[src/rtl/fifo_burst_reader_if.sv]
// fifo_burst_reader_if: groups the request, FIFO-side and output-stream
// signals of the burst reader. The master modport is the reader itself; the
// slave modport is its environment (requester, FIFO and downstream consumer).
interface fifo_burst_reader_if #(
    parameter type T     = logic [7:0],
    parameter int  LEN_W = 8
);
    logic             req_valid;
    logic [LEN_W-1:0] req_len;
    logic             req_ready;
    T                 fifo_data;
    logic             fifo_empty;
    logic             fifo_pop;
    logic             out_valid;
    T                 out_data;
    logic             out_last;
    logic             out_ready;
    logic             busy;
    logic [LEN_W-1:0] beats_left;

    modport master (
        input  req_valid, req_len, fifo_data, fifo_empty, out_ready,
        output req_ready, fifo_pop, out_valid, out_data, out_last, busy, beats_left
    );

    modport slave (
        output req_valid, req_len, fifo_data, fifo_empty, out_ready,
        input  req_ready, fifo_pop, out_valid, out_data, out_last, busy, beats_left
    );
endinterface

[src/rtl/fifo_burst_reader.sv]
// fifo_burst_reader: pops a requested number of entries from a peek-style
// FIFO and streams them out through a 2-entry skid buffer, flagging the final
// beat with out_last. The pop strobe depends only on registered state and
// fifo_empty, never on out_ready, so the FIFO timing is isolated from the
// consumer while full throughput is kept.
// Optional macro FIFO_BURST_READER_STATS_EN adds a saturating 16-bit
// stall_cycles counter of cycles lost to an empty FIFO.
module fifo_burst_reader #(
    parameter type T     = logic [7:0],
    parameter int  LEN_W = 8
) (
    input  logic                       clk,
    input  logic                       rst_n,
    fifo_burst_reader_if.master        bus
`ifdef FIFO_BURST_READER_STATS_EN
    ,
    output logic [15:0]                stall_cycles
`endif
);

    typedef enum logic [1:0] {
        IDLE  = 2'd0,
        DRAIN = 2'd1,
        FLUSH = 2'd2
    } state_t;

    state_t           state_q;
    logic [LEN_W-1:0] pop_cnt_q;
    logic [LEN_W-1:0] beats_left_q;

    // Skid buffer: slot 0 is always the oldest entry.
    logic [1:0]       occ_q;
    logic [1:0]       occ_d;
    T                 data_q [2];
    T                 data_d [2];
    logic             last_q [2];
    logic             last_d [2];

    logic             pop;
    logic             hs;
    logic             wr_idx;

    assign pop = (state_q == DRAIN) && !bus.fifo_empty &&
                 (pop_cnt_q != '0) && (occ_q != 2'd2);
    assign hs  = (occ_q != 2'd0) && bus.out_ready;

    // A pop lands behind whatever survives this cycle's handshake.
    assign wr_idx = (occ_q == 2'd1) && !hs;
    assign occ_d  = occ_q + 2'(pop) - 2'(hs);

    assign bus.req_ready  = (state_q == IDLE);
    assign bus.busy       = (state_q != IDLE);
    assign bus.fifo_pop   = pop;
    assign bus.beats_left = beats_left_q;
    assign bus.out_valid  = (occ_q != 2'd0);
    assign bus.out_data   = (occ_q != 2'd0) ? data_q[0] : '0;
    assign bus.out_last   = (occ_q != 2'd0) && last_q[0];

    // Next skid contents: shift on handshake, then write the popped entry.
    always_comb begin
        data_d = data_q;
        last_d = last_q;
        if (hs) begin
            data_d[0] = data_q[1];
            last_d[0] = last_q[1];
        end
        if (pop) begin
            data_d[wr_idx] = bus.fifo_data;
            last_d[wr_idx] = (pop_cnt_q == LEN_W'(1));
        end
    end

    // Skid buffer storage and occupancy.
    always_ff @(posedge clk or negedge rst_n) begin
        if (!rst_n) begin
            occ_q <= 2'd0;
            for (int i = 0; i < 2; i++) begin
                data_q[i] <= '0;
                last_q[i] <= 1'b0;
            end
        end else begin
            occ_q <= occ_d;
            for (int i = 0; i < 2; i++) begin
                data_q[i] <= data_d[i];
                last_q[i] <= last_d[i];
            end
        end
    end

    // Burst FSM with the pop and beat counters.
    always_ff @(posedge clk or negedge rst_n) begin
        if (!rst_n) begin
            state_q      <= IDLE;
            pop_cnt_q    <= '0;
            beats_left_q <= '0;
        end else begin
            if (hs && (beats_left_q != '0)) begin
                beats_left_q <= beats_left_q - LEN_W'(1);
            end
            case (state_q)
                IDLE: begin
                    if (bus.req_valid && (bus.req_len != '0)) begin
                        state_q      <= DRAIN;
                        pop_cnt_q    <= bus.req_len;
                        beats_left_q <= bus.req_len;
                    end
                end
                DRAIN: begin
                    if (pop) begin
                        pop_cnt_q <= pop_cnt_q - LEN_W'(1);
                        if (pop_cnt_q == LEN_W'(1)) begin
                            state_q <= FLUSH;
                        end
                    end
                end
                FLUSH: begin
                    if (hs && last_q[0]) begin
                        state_q <= IDLE;
                    end
                end
                default: state_q <= IDLE;
            endcase
        end
    end

`ifdef FIFO_BURST_READER_STATS_EN
    logic [15:0] stall_cycles_q;
    logic        stall;
    logic        accept;

    assign accept       = (state_q == IDLE) && bus.req_valid;
    assign stall        = (state_q == DRAIN) && bus.fifo_empty &&
                          (pop_cnt_q != '0) && (occ_q != 2'd2);
    assign stall_cycles = stall_cycles_q;

    // Saturating count of cycles a pop was wanted but the FIFO was empty.
    always_ff @(posedge clk or negedge rst_n) begin
        if (!rst_n) begin
            stall_cycles_q <= 16'd0;
        end else if (accept) begin
            stall_cycles_q <= 16'd0;
        end else if (stall && (stall_cycles_q != 16'hFFFF)) begin
            stall_cycles_q <= stall_cycles_q + 16'd1;
        end
    end
`endif

endmodule
[src/flat_wrapper.sv]
// flat-port wrapper written by rule: the top's interface ports become plain ports
module fifo_burst_reader_flat 
#(
    parameter type T     = logic [7:0],
    parameter int  LEN_W = 8
)
  (clk, rst_n, bus_req_valid, bus_req_len, bus_fifo_data, bus_fifo_empty, bus_out_ready, bus_req_ready, bus_fifo_pop, bus_out_valid, bus_out_data, bus_out_last, bus_busy, bus_beats_left);
  fifo_burst_reader_if #(.T(T), .LEN_W(LEN_W)) bus_i ();
  input  logic clk;
  input  logic rst_n;
  input wire logic [$bits(bus_i.req_valid)-1:0] bus_req_valid;
  input wire logic [$bits(bus_i.req_len)-1:0] bus_req_len;
  input wire logic [$bits(bus_i.fifo_data)-1:0] bus_fifo_data;
  input wire logic [$bits(bus_i.fifo_empty)-1:0] bus_fifo_empty;
  input wire logic [$bits(bus_i.out_ready)-1:0] bus_out_ready;
  output wire logic [$bits(bus_i.req_ready)-1:0] bus_req_ready;
  output wire logic [$bits(bus_i.fifo_pop)-1:0] bus_fifo_pop;
  output wire logic [$bits(bus_i.out_valid)-1:0] bus_out_valid;
  output wire logic [$bits(bus_i.out_data)-1:0] bus_out_data;
  output wire logic [$bits(bus_i.out_last)-1:0] bus_out_last;
  output wire logic [$bits(bus_i.busy)-1:0] bus_busy;
  output wire logic [$bits(bus_i.beats_left)-1:0] bus_beats_left;
  assign bus_i.req_valid = bus_req_valid;
  assign bus_i.req_len = bus_req_len;
  assign bus_i.fifo_data = bus_fifo_data;
  assign bus_i.fifo_empty = bus_fifo_empty;
  assign bus_i.out_ready = bus_out_ready;
  assign bus_req_ready = bus_i.req_ready;
  assign bus_fifo_pop = bus_i.fifo_pop;
  assign bus_out_valid = bus_i.out_valid;
  assign bus_out_data = bus_i.out_data;
  assign bus_out_last = bus_i.out_last;
  assign bus_busy = bus_i.busy;
  assign bus_beats_left = bus_i.beats_left;
  fifo_burst_reader #(.T(T), .LEN_W(LEN_W)) u_core (.clk(clk), .rst_n(rst_n), .bus(bus_i));
endmodule
[config.mk]
export PLATFORM = sky130hd
export DESIGN_NAME = fifo_burst_reader_flat
export DESIGN_NICKNAME = d
export VERILOG_FILES = /design/src/rtl/fifo_burst_reader_if.sv /design/src/rtl/fifo_burst_reader.sv /design/src/flat_wrapper.sv
export SDC_FILE = /design/constraint.sdc
export NUM_CORES = 1
export LEC_CHECK = 0
export CORE_ASPECT_RATIO = 1.75
export CORE_MARGIN = 1
export CORE_UTILIZATION = 25
export CTS_BUF_LIST = sky130_fd_sc_hd__clkbuf_16
export CTS_CLUSTER_SIZE = 20
export DETAILED_ROUTE_END_ITERATION = 10
export PLACE_DENSITY = 0.57
export SETUP_SLACK_MARGIN = 0.3
export SLEW_MARGIN = 0
export SYNTH_ARGS = -nofsm -noshare
export SYNTH_HDL_FRONTEND = slang
export SYNTH_SLANG_ARGS = --single-unit
[constraint.sdc]
create_clock -name clk -period 5.5 [get_ports clk]
set_input_delay 1.1 -clock clk [delete_from_list [all_inputs] [get_ports clk]]
set_output_delay 1.1 -clock clk [all_outputs]
set_load 0.05 [all_outputs]
==> impl_metrics.env <==
export IMPL_status="finished, violations left"
export IMPL_violations="DRC"
export IMPL_grt_max_degree=39
export IMPL_synth_flop_cell="dfrtp_1"
export IMPL_start_kind="primary input"
export IMPL_synth_edf_count=0
export IMPL_antenna_found_initial=0
export IMPL_syn2layout_area_growth_pct=30.7
export IMPL_gp_congestion=0.811
export IMPL_ys_ff_latch=38
export IMPL_drt_first_pass_iters=8
export IMPL_seq_area_frac_synth=0.453
export IMPL_num_rows=43
export IMPL_layout_nets=285
export IMPL_async_reset_ff_frac=1.00
export IMPL_synth_warnings=0
export IMPL_critical_path_required_ns=4.40
export IMPL_core_area_mm2=0.00802
export IMPL_die_w_um=71.3
export IMPL_drv_slew=0
export IMPL_detail_route_wl_per_cell_um=15.6
export IMPL_post_route_min_period_ns=4.08
export IMPL_power_leakage_uw=0.00115
export IMPL_drcViolationCount=4
export IMPL_drive_above_1_share=0.124
export IMPL_maxSlewHeadroom=0.403
export IMPL_max_freq_mhz=245
export IMPL_drt_iter0_markers=124
export IMPL_grt_total_usage=0.136
export IMPL_synth_top_cell_by_area="dfrtp_1"
export IMPL_crit_path_end_kind="output port"
export IMPL_max_cap_violations=0
export IMPL_grt_setup_unrepaired="false"
export IMPL_port_buffers=41
export IMPL_cts_tree="built"
export IMPL_finalSetupViolations=0
export IMPL_root_buffer="clkbuf_16"
export IMPL_via_count=1742
export IMPL_cellPowerDensity_mw_per_mm2=632
export IMPL_syn_inst=215
export IMPL_final_period_utilization=0.742
export IMPL_route_final_wire_length_mm=5.44
export IMPL_fp_dieH_um=123
export IMPL_grt_overflow=0
export IMPL_hp_class="reg -> reg"
export IMPL_synth_area_leaders="dfrtp_1, mux2_2, nand2_1, ha_1, nor2b_1"
export IMPL_crit_type="in -> out"
export IMPL_ir_drop_v=0.000399
export IMPL_final_cell_area_mm2=0.00275
export IMPL_grt_pass1_vias=1794
export IMPL_tightest_slew_ns=0.895
export IMPL_numCtsBuffers=5
export IMPL_ff2ff_setup_slack_ns=2.73
export IMPL_path_clk_slew_ns=0.06
export IMPL_synthesis_nets=242
export IMPL_skew_ns=0.00411
export IMPL_setup_tns_ns=0
export IMPL_synth_area_per_cell_um2=9.77
export IMPL_yosysUniqueCellTypes=38
export IMPL_place_area_mm2=0.00260
export IMPL_cts_buffer_depth=2
export IMPL_hold_viol_final=0
export IMPL_antenna_cells=0
export IMPL_dp_hpwl_mm=3.93
export IMPL_cp_arrival_ns=2.98
export IMPL_start_util=0.262
export IMPL_syn_area_mm2=0.00210
export IMPL_vias_per_cell=4.99
export IMPL_ant_nets=0
export IMPL_cts_setup_buffers=0
export IMPL_path_max_fanout=7
export IMPL_clk_latency_ns=0.28
export IMPL_synth_top_area_frac=0.453
export IMPL_cts_sinks=38
export IMPL_postCtsHoldBufs=0
export IMPL_grt_pass1_wl_mm=9.11
export IMPL_ios=42
export IMPL_cts_resized=0
export IMPL_htree_num_levels=2
export IMPL_die_area_mm2=0.00879
==> final timing paths <==
check                                    start                       end  cells after the start
hold reg to reg                           flop                      flop                      1
min in group asynchronous                rst_n       u_core.pop_cnt_q[1]                      1
hold / removal                            flop                      flop                      1
setup / recovery                bus_fifo_empty              bus_fifo_pop                      3
max in group asynchronous                rst_n  u_core.bus.beats_left[5]                      1
setup reg to reg           u_core.pop_cnt_q[0]           u_core.occ_q[1]                     10
==> through the flow <==
stage	hold slack (ns)	cells	utilization	setup WS (ns)	power (uW)
2_1_floorplan	0.479	215	-	2.43	1180
6_report	0.507	349	0.342	1.42	1740
3_5_place_dp	0.498	341	0.325	1.42	1470
4_1_cts	0.511	349	0.342	1.42	1760
3_3_place_gp	0.489	341	0.325	1.45	1450
5_1_grt	0.529	349	0.342	1.36	1860
==> report_power, final <==
part / leakage, uW / total (uW) / switching (uW) / internal (uW)
clock network: 0.0000672 / 280 / 114 / 165
registers: 0.000459 / 531 / 119 / 412
logic: 0.000624 / 924 / 556 / 368
total: 0.00115 / 1740 / 790 / 946
==> layout by cell type (no fill, tap or decap), drive strengths merged, types with 8 or more instances in the layout <==
cell and instances:
a21oi 12, nor2b 11, o21ai 8, clkdlybuf4s50 40, nor2 19, mux2 16, inv 12, nand2 33
dfrtp 38
==> layer usage <==
| metal | track usage | vias up | wire length, um |
|---|---|---|---|
| li1 | - | 847 | - |
| met1 | 0.154 | 850 | 2280 |
| met5 | 0 | - | 0 |
| met3 | 0.0293 | 4 | 219 |
| met2 | 0.251 | 41 | 2880 |
| met4 | 0.0450 | 0 | 63 |
==> final cells by class <==
| type | count | area, um2 |
|---|---|---|
| Sequential cell | 38 | 951 |
| Multi-Input combinational cell | 159 | 1080 |
| Tap cell | 90 | 113 |
| Fill cell | 826 | 5270 |
| Clock buffer | 5 | 125 |
| Clock inverter | 3 | 16.3 |
| Timing Repair Buffer | 42 | 413 |
| Inverter | 12 | 45.0 |
==> cell families (layout without fill, tap and decap cells) <==
family                   after synthesis  count (layout)  share of synthesized area
buffers and inverters                 18              62                     0.0322
AO/OA/AOI/OAI                         39              39                      0.133
adder cells (fa/ha/maj)                6               6                     0.0357
XOR/XNOR                               8               8                     0.0334
AND/OR/NAND/NOR                       86              86                      0.208
flip-flops                            38              38                      0.453
multiplexers                          20              20                      0.105
==> synth_stat cells (all sizes together) (2+ instances only) <==
library cell / count
dfrtp: 38
nand2: 33
nor2: 19
mux2: 16
a21oi: 12
inv: 12
nor2b: 11
o21ai: 8
clkbuf: 6
ha: 6
nor4: 6
xnor2: 6
nor3: 5
mux2i: 4
nor3b: 3
o211ai: 3
or4: 3
a2111oi: 2
a211oi: 2
a221o: 2
a31o: 2
nand4b: 2
o22a: 2
or3: 2
xor2: 2
==> worst max-delay path, cell delays in order <==
cell and delay (ns):
clkdlybuf4s50_1 0.44, a2111oi_4 0.51, clkdlybuf4s50_1 0.92
(Power assumes the default switching activity.)
==> variant, RTL diff (same flow settings) <==
The 3 states of `state_t` get a one-hot encoding in 3 bits.
--- a/src/rtl/fifo_burst_reader.sv
+++ b/src/rtl/fifo_burst_reader.sv
@@ -20,6 +20,6 @@
 
-    typedef enum logic [1:0] {
-        IDLE  = 2'd0,
-        DRAIN = 2'd1,
-        FLUSH = 2'd2
+    typedef enum logic [2:0] {
+        IDLE  = 3'b001,
+        DRAIN = 3'b010,
+        FLUSH = 3'b100
     } state_t;
Check against the original RTL: no difference found for any inputs over 10 cycles, from zero or initial values and one cycle with rst_n low; not proved beyond that.
==> variant against the original RTL <==
- utilization fell by 0.75 points
- area after synthesis rose by 7.0%
- sequential share of layout area fell by 1.2 points
- clock skew rose by 0.00094 ns
- sequential cell count rose by 1
- power fell by 0.64%
- routed wire length rose by 8.4%
- cell area rose by 6.5%
- register-to-register slack improved by 0.20 ns
- setup slack improved by 0.0075 ns
- non-clock buffer count rose by 2
- critical path type unchanged
==> variant: results (changes against the original RTL) <==
| Metric | Value |
|---|---|
| Setup WS pre-CTS | `1.43 ns (+0.0118 ns)` |
| Compound-Gate Fraction of Synth Area | `15.0% (+1.6 points)` |
| First-pass GRT wire length | `9700 microns (+6.5%)` |
| Post-DP HPWL | `4290 microns (+9.0%)` |
| Drt pass-1 iters | `4 (-4)` |
| DP Area | `2790 sq um (+7.0%)` |
| R2r setup slk | `2.93 ns (+0.20 ns)` |
| Largest net degree at the start of global routing | `40 (+2.6%)` |
| Multi-input comb cells | `172 (+8.2%)` |
| Adder-Cell Fraction of Synth Area | `3.34% (-0.23 points)` |
| GR Util All Layers | `13.8% (+0.18 points)` |
| CP max stage delay | `0.83 ns (-0.09 ns)` |
| Max Clock Skew | `0.00505 ns (+0.000939 ns)` |
| Clk tree area frac | `4.67% (-0.48 points)` |
| Static leakage | `1.25 nW (+8.5%)` |
| Most area-consuming cells after synthesis | `dfrtp_1 42%, mux2_2 9.5%, nand2_1 6.2%` |
| WL final | `5900 microns (+8.4%)` |
| Post-Synth XOR/XNOR Area | `1.56% (-1.8 points)` |
| Worst VDD drop | `294 uV (-26%)` |
| Non-Filler Instances | `397 (+14%)` |
| GR Util met1 | `13.9% (-1.5 points)` |
| Seq Cell Count | `39 (+2.6%)` |
| Worst endpoint data arrival time | `2.97 ns (about the same)` |
| Buffers, non-clock | `44 (+4.8%)` |
| Buffer share of cell area | `14.6% (-0.40 points)` |
| Via Count | `1881 (+8.0%)` |
| Status | `complete, no violations` |
| Layout area overhead | `30.0%` |
| Hold Slack | `0.507 ns (-0.000559 ns)` |
| Synth cell types | `49 (+29%)` |
| Met3 GRT Util | `2.68% (-0.25 points)` |
| Filler instances | `920 (+11%)` |
| Share of cells above drive strength 1 | `13.2% (+0.86 points)` |
| Met2 routed WL | `3290 microns (+14%)` |
| Top cells by count, synth | `38 x dfrtp_1, 37 x nand2_1, 19 x mux2_2, 17 x inv_1` |
| Switching Fraction | `45.6% (+0.14 points)` |
| Nets@finish | `306 (+7.4%)` |
| Yosys warning total | `0 (unchanged)` |
| Average size of a mapped cell | `9.53 sq um (-2.5%)` |
| HP Class | `register to register` |
| Gpl congestion | `0.721 (-11%)` |
| Placed Cells | `389 (+14%)` |
| Grt met2 use | `26.4% (+1.3 points)` |
| Met3 WL post-DR | `212 microns (-3.2%)` |
| CTS HTree Levels | `2 (unchanged)` |
| Post-synth net total | `263 (+8.7%)` |
| Register share of the cell area | `33.4% (-1.2 points)` |
| Critical path peak fanout | `13 (+6)` |
| Clock-pin slew on the worst setup and hold paths | `0.05 ns` |
| Slew headroom | `37.8% (-2.5 points)` |
| Sequential-to-total area share from yosys stat | `43.5% (-1.8 points)` |
| Pins over their slew limit | `0 (unchanged)` |
| Multi-input logic area | `1170 sq um (+8.2%)` |
| DRT iter0 DRCs | `70 (-44%)` |
| Count of non-CTS inverters in the layout | `17 (+5)` |
| Final min period | `4.07 ns (-0.00751 ns)` |
| Fin area | `2920 sq um (+6.5%)` |
==> variant: power groups by stage <==
stage	Sequential [mW]	Clock (mW)	Combinational [mW]
global route	0.562	0.299	0.993
CTS	0.541	0.288	0.923
floorplan	0.605	0	0.570
finish	0.540	0.276	0.908
global placement	0.540	0	0.900
detailed placement	0.545	0	0.918
==> variant: path summary, 6_finish.rpt <==
check	depth (start not counted)	startpoint	to
setup / recovery	4	bus_fifo_empty	bus_fifo_pop
min in group asynchronous	1	rst_n	u_core.bus.beats_left[7]
hold reg to reg	1	register	register
hold / removal	1	register	register
setup reg to reg	9	u_core.state_q[0]	u_core.occ_q[1]
max in group asynchronous	1	rst_n	async pin
==> variant: kinds of logic after synthesis <==
kind of cell | after synthesis
multiplexers | 19
AO/OA/AOI/OAI | 47
adder cells (fa/ha/maj) | 6
buffers and inverters | 25
XOR/XNOR | 4
flip-flops | 39
AND/OR/NAND/NOR | 96
